`config.mk`:
```
export PLATFORM = sky130hd
export DESIGN_NAME = freq_meter
export DESIGN_NICKNAME = d
export VERILOG_FILES = /design/src/rtl/freq_meter_pkg.sv /design/src/rtl/sync_edge_det.sv /design/src/rtl/freq_meter.sv
export SDC_FILE = /design/constraint.sdc
export NUM_CORES = 1
export LEC_CHECK = 0
export CAP_MARGIN = 20
export CORE_MARGIN = 2
export CORE_UTILIZATION = 52
export CTS_CLUSTER_DIAMETER = 30
export CTS_CLUSTER_SIZE = 24
export DETAILED_ROUTE_END_ITERATION = 10
export GPL_ROUTABILITY_DRIVEN = 0
export PLACE_DENSITY = 0.79
export SETUP_SLACK_MARGIN = 0.3
export SLEW_MARGIN = 40
export SYNTH_ARGS = -nofsm -noshare
export SYNTH_HDL_FRONTEND = slang
export SYNTH_HIERARCHICAL = 1
export SYNTH_SLANG_ARGS = --single-unit
```
`constraint.sdc`:
```
create_clock -name clk -period 3.21 [get_ports clk]
set_input_delay 0.642 -clock clk [delete_from_list [all_inputs] [get_ports clk]]
set_output_delay 0.642 -clock clk [all_outputs]
set_load 0.05 [all_outputs]
```
`src/rtl/freq_meter_pkg.sv`:
```
// rtl/freq_meter_pkg.sv - shared types and default constants for the frequency meter
//
// Purpose : state encoding of the measurement FSM and default parameter values
//           used by freq_meter and sync_edge_det.
// Ports   : none (package).
// Config  : FREQ_METER_PERIOD_EN (used in freq_meter) adds the period outputs.
package freq_meter_pkg;

  typedef enum logic [1:0] {
    IDLE = 2'd0,
    ARM  = 2'd1,
    GATE = 2'd2
  } state_t;

  localparam int DEF_GATE_CYCLES = 1024;
  localparam int DEF_CNT_W       = 16;
  localparam int DEF_SYNC_STAGES = 2;

endpackage

```
`src/rtl/sync_edge_det.sv`:
```
// rtl/sync_edge_det.sv - multi-flop synchronizer followed by a registered rising-edge detector
//
// Purpose : brings an asynchronous input into the clk domain and emits a one-cycle
//           pulse per rising edge, SYNC_STAGES+1 cycles after the input rises.
// Ports   : clk   - clock
//           rst_n - synchronous active-low reset
//           din   - asynchronous input
//           rise  - one-cycle rising-edge pulse (registered)
module sync_edge_det
  import freq_meter_pkg::*;
#(
  parameter int SYNC_STAGES = DEF_SYNC_STAGES
) (
  input  logic clk,
  input  logic rst_n,
  input  logic din,
  output logic rise
);

  logic [SYNC_STAGES-1:0] r_sync;
  logic                   r_dly;
  logic                   r_rise;

  always_ff @(posedge clk) begin
    if (!rst_n) begin
      r_sync <= '0;
      r_dly  <= 1'b0;
      r_rise <= 1'b0;
    end else begin
      r_sync <= {r_sync[SYNC_STAGES-2:0], din};
      r_dly  <= r_sync[SYNC_STAGES-1];
      r_rise <= r_sync[SYNC_STAGES-1] & ~r_dly;
    end
  end

  assign rise = r_rise;

endmodule

```
`src/rtl/freq_meter.sv`:
```
// rtl/freq_meter.sv - gated rising-edge counter measuring the frequency of an asynchronous signal
//
// Purpose : after start, waits for a first edge of sig_in, then counts rising edges
//           over GATE_CYCLES clk cycles; optionally repeats windows back-to-back.
// Ports   : clk          - sole clock
//           rst_n        - synchronous active-low reset
//           sig_in       - asynchronous signal under measurement
//           start        - one-cycle request to begin (ignored while busy)
//           continuous   - level, sampled at the last gate cycle: 1 = start next window
//           busy         - FSM not in IDLE
//           cnt_out      - saturated edge count of the last completed window
//           cnt_valid    - one-cycle pulse when cnt_out/overflow update
//           overflow     - last completed window reached the saturation value
//           period_out   - clk cycles between the last two edges (FREQ_METER_PERIOD_EN)
//           period_valid - one-cycle pulse when period_out updates (FREQ_METER_PERIOD_EN)
// Config  : FREQ_METER_PERIOD_EN enables the free-running period measurement.
module freq_meter
  import freq_meter_pkg::*;
#(
  parameter int GATE_CYCLES = DEF_GATE_CYCLES,
  parameter int CNT_W       = DEF_CNT_W,
  parameter int SYNC_STAGES = DEF_SYNC_STAGES
) (
  input  logic             clk,
  input  logic             rst_n,
  input  logic             sig_in,
  input  logic             start,
  input  logic             continuous,
  output logic             busy,
  output logic [CNT_W-1:0] cnt_out,
  output logic             cnt_valid,
  output logic             overflow
`ifdef FREQ_METER_PERIOD_EN
  ,
  output logic [CNT_W-1:0] period_out,
  output logic             period_valid
`endif
);

  localparam int               GW        = (GATE_CYCLES > 1) ? $clog2(GATE_CYCLES) : 1;
  localparam logic [GW-1:0]    GATE_LOAD = GW'(GATE_CYCLES - 1);
  localparam logic [CNT_W-1:0] CNT_MAX   = {CNT_W{1'b1}};

  logic             w_rise;
  logic [CNT_W-1:0] w_edge_next;

  state_t           r_state;
  logic             r_busy;
  logic [GW-1:0]    r_gate_cnt;
  logic [CNT_W-1:0] r_edge_cnt;
  logic [CNT_W-1:0] r_cnt_out;
  logic             r_cnt_valid;
  logic             r_overflow;

  sync_edge_det #(
    .SYNC_STAGES(SYNC_STAGES)
  ) u_sync_edge_det (
    .clk  (clk),
    .rst_n(rst_n),
    .din  (sig_in),
    .rise (w_rise)
  );

  // Edge count including this cycle's pulse, held at CNT_MAX once reached.
  assign w_edge_next = (w_rise && (r_edge_cnt != CNT_MAX)) ? r_edge_cnt + CNT_W'(1) : r_edge_cnt;

  always_ff @(posedge clk) begin
    if (!rst_n) begin
      r_state     <= IDLE;
      r_busy      <= 1'b0;
      r_gate_cnt  <= '0;
      r_edge_cnt  <= '0;
      r_cnt_out   <= '0;
      r_cnt_valid <= 1'b0;
      r_overflow  <= 1'b0;
    end else begin
      r_cnt_valid <= 1'b0;
      case (r_state)
        IDLE: begin
          // An edge coinciding with start is deliberately not used as trigger.
          if (start) begin
            r_state <= ARM;
            r_busy  <= 1'b1;
          end
        end
        ARM: begin
          // The triggering edge opens the window but is not itself counted.
          if (w_rise) begin
            r_state    <= GATE;
            r_gate_cnt <= GATE_LOAD;
            r_edge_cnt <= '0;
          end
        end
        GATE: begin
          if (r_gate_cnt == '0) begin
            r_cnt_out   <= w_edge_next;
            r_overflow  <= (w_edge_next == CNT_MAX);
            r_cnt_valid <= 1'b1;
            r_edge_cnt  <= '0;
            // Reloading here makes the next cycle the first of the new window.
            if (continuous) begin
              r_gate_cnt <= GATE_LOAD;
            end else begin
              r_state <= IDLE;
              r_busy  <= 1'b0;
            end
          end else begin
            r_gate_cnt <= r_gate_cnt - GW'(1);
            r_edge_cnt <= w_edge_next;
          end
        end
        default: begin
          r_state <= IDLE;
          r_busy  <= 1'b0;
        end
      endcase
    end
  end

  assign busy      = r_busy;
  assign cnt_out   = r_cnt_out;
  assign cnt_valid = r_cnt_valid;
  assign overflow  = r_overflow;

`ifdef FREQ_METER_PERIOD_EN
  // r_since holds the distance in cycles from the previous edge pulse; it is
  // preloaded to 1 on an edge so that it reads exactly P at the next edge.
  logic [CNT_W-1:0] r_since;
  logic [CNT_W-1:0] r_period_out;
  logic             r_period_valid;
  logic             r_seen_edge;

  always_ff @(posedge clk) begin
    if (!rst_n) begin
      r_since        <= '0;
      r_period_out   <= '0;
      r_period_valid <= 1'b0;
      r_seen_edge    <= 1'b0;
    end else begin
      r_period_valid <= 1'b0;
      if (w_rise) begin
        r_since     <= CNT_W'(1);
        r_seen_edge <= 1'b1;
        if (r_seen_edge) begin
          r_period_out   <= r_since;
          r_period_valid <= 1'b1;
        end
      end else if (r_since != CNT_MAX) begin
        r_since <= r_since + CNT_W'(1);
      end
    end
  end

  assign period_out   = r_period_out;
  assign period_valid = r_period_valid;
`else
  // Without the period option only the gated edge counter is built.
`endif

endmodule

```
==> flow_summary.json <==
{
  "outcome": "finished clean",
  "antenna_left": 0,
  "synth_cells": 313,
  "dp_worst_setup_slack_ns": 0.807,
  "cts_resized": 0,
  "hold_path_class": "reg2reg",
  "ir_drop_mv": 0.206,
  "finalMaxSlewViolations": 0,
  "dr_total_vias": 2342,
  "synth_area_mm2": 0.00252,
  "synth-compound-area-share_pct": 19.4,
  "finalHoldViolations": 0,
  "layout_setup_ws_ns": 0.789,
  "internal-power_w": 0.000897,
  "die_height_um": 73.6,
  "synth_nets": 320,
  "root_buffer": "clkbuf_8",
  "start_util_pct": 53.7,
  "power.share.switching_pct": 22.8,
  "dr.pass1.iters": 5,
  "die_x_um": 73.6,
  "synth_edf_count": 0,
  "n_antenna_cell": 0,
  "crit_path_start_kind": "flop",
  "cts_sinks": 51,
  "cts_tree": "built",
  "worstPathArrival_ns": 2.67,
  "cts_setup_buffers": 0,
  "finalCritPeriodShare_pct": 75.4,
  "hold_buffers": 0,
  "total_leakage_power_nw": 1.02,
  "drtIter0Drc": 330,
  "clock_power_share_pct": 38.1,
  "nets": 339,
  "rows": 25,
  "clock_latency_ns": 0.31,
  "finClkSkew_ns": 0.00638,
  "synth_common_cells": "dfxtp_1 (51), nor2_1 (37), nand2_1 (34)",
  "grt_max_degree": 43,
  "synth_top_family_by_area": "simple AND/OR/NAND/NOR gates",
  "clk_pin_slew_worst_paths_ns": 0.09,
  "grt_pass1_wl_um": 9930,
  "max_slew_margin_pct": 53.3,
  "utilization_pct": 61.9,
  "ys_types": 51,
  "cap_violations": 0,
  "yosys.area.top_type_share_pct": 40.5,
  "dp_hpwl_um": 4110,
  "cp_max_fo": 8,
  "h-tree-depth": 2,
  "tns_ns": 0,
  "pin_count": 24,
  "yosysWarnings": 6,
  "grt_overflow": 0,
  "core_area_mm2": 0.00469,
  "synthXorXnorAreaFrac_pct": 3.13,
  "synth.top_cells.by_area": "dfxtp_1 (41%), a21oi_1 (6.4%), nor2_1 (5.5%), nand2_1 (5.1%), nor3_1 (3.0%)",
  "min_period_ns": 2.42,
  "cts-buffers-inserted": 5,
  "wl_per_cell_um": 15.3,
  "finalSetupViolCount": 0,
  "fill_cells": 423,
  "seq_area_frac_synth_pct": 40.5,
  "yosysMostFrequentCell": "dfxtp_1",
  "whs_ns": 0.449,
  "syn_avg_cell_area_um2": 8.05,
  "viasPerCell": 6.07,
  "switchingPower_w": 0.000264,
  "ys.flop_type": "dfxtp_1",
  "rsz0062_at_grt": "false",
  "synthArstFlopShare_pct": 0,
  "syn2layout_area_growth_pct": 15.2,
  "place.port_buffers": 23,
  "endpoint_kind": "flop",
  "place_inst": 379,
  "max_slew.worst_pin.slew_ns": 0.696,
  "crit_type": "reg2reg",
  "power_frac_comb_pct": 6.1,
  "grt_antenna_before_repair": 0,
  "drive_above_1_share_pct": 9.34,
  "ys_ff_latch": 51,
  "drt_wl_total_um": 5930,
  "required_ns": 3.46,
  "grt_pass1_vias": 2026,
  "final_cells": 386,
  "seqPwrFrac_pct": 55.8,
  "clock.fmax_mhz": 413,
  "cts.path.max_buffers": 2,
  "grt_usage_pct": 23.9,
  "power.density_mw_per_mm2": 400,
  "synth_mux_area_share_pct": 2.14,
  "synth_top_cell_by_area": "dfxtp_1",
  "synth-simple-area-share_pct": 29.9,
  "synth_fa_ha_area_share_pct": 0.993,
  "die_area_mm2": 0.00542,
  "drcViolationCount": 0
}
layout by cell type (no fill, tap or decap), types with 4 or more instances in the layout:
master            n
nand2_1          34
inv_1             7
clkdlybuf4s50_1  23
o21ai_0          10
a21oi_1          32
nor2_1           36
nor3_1           15
xor2_1            5
nor4_1            7
dfxtp_1          51
a21o_1            4
buf_4             5
o21a_1            4
nand4_1           6
a211oi_1          5
xnor2_1           4
or3_1             7
nand3_1          10
a22oi_1           8
clkbuf_8          5
worst max-delay path, cell delays in order (launching register included):
cell	delay, ns
dfxtp_1	0.48
ha_1	0.33
nand4_1	0.16
nor4_2	0.61
nor2_1	0.20
xor2_1	0.30
nand4bb_1	0.14
o21ai_1	0.14
final cells by class:
class | count | area (um2) | share of cell area, %
multi-input cells | 238 | 1410 | 48.6
well taps | 54 | 67.6 | 2.33
repair buffers | 28 | 268 | 9.22
inverters | 8 | 30.0 | 1.03
clock inverters | 2 | 37.5 | 1.29
clock buffers | 5 | 68.8 | 2.37
flip-flops and latches | 51 | 1020 | 35.2
final timing paths:
check        depth (start not counted)  slack, ns                 startpoint                   endpoint
min                                  1       0.45  u_sync_edge_det/r_sync[0]  u_sync_edge_det/r_sync[1]
max reg2reg                          7       0.79              r_edge_cnt[0]                   overflow
min reg2reg                          1       0.45  u_sync_edge_det/r_sync[0]  u_sync_edge_det/r_sync[1]
max                                  7       0.79              r_edge_cnt[0]                   overflow
stage by stage:
step,cell area [um2],power [W]
final,2900,0.00116
after global routing,2900,0.00120
after global placement,2790,0.000732
after floorplan,2520,0.000711
after detailed placement,2800,0.000734
after CTS,2900,0.00117
cell families (layout without fill, tap and decap cells):
kind of cell	after synthesis	after routing
fa+ha+maj	2	2
mux	5	5
xor+xnor	9	9
flops	51	51
buf+inv	24	43
simple gates	144	144
compound gates	78	78
power groups by stage:
| stage | clock network, W | registers [W] | logic [W] |
|---|---|---|---|
| detailed placement | 0 | 0.000662 | 0.0000714 |
| finish | 0.000442 | 0.000648 | 0.0000714 |
| global route | 0.000473 | 0.000649 | 0.0000792 |
| global placement | 0 | 0.000662 | 0.0000699 |
| floorplan | 0 | 0.000666 | 0.0000442 |
| CTS | 0.000454 | 0.000648 | 0.0000715 |
sequential cells by signal (all words and copies together) (netlist names):
register / count
busy: 1
r_state: 2
r_edge_cnt: 16
u_sync_edge_det/r_sync: 2
r_gate_cnt: 10
u_sync_edge_det/r_dly: 1
cnt_valid: 1
cnt_out: 16
overflow: 1
u_sync_edge_det/rise: 1
layer usage:
metal	routed length (um)	share of wire, %	track usage (%)
met5	0	0	0
met4	106	1.8	9.09
met3	420	7.1	4.53
met2	2580	44	34.9
met1	2820	48	34.7
Power figures use the tool's default switching activity.
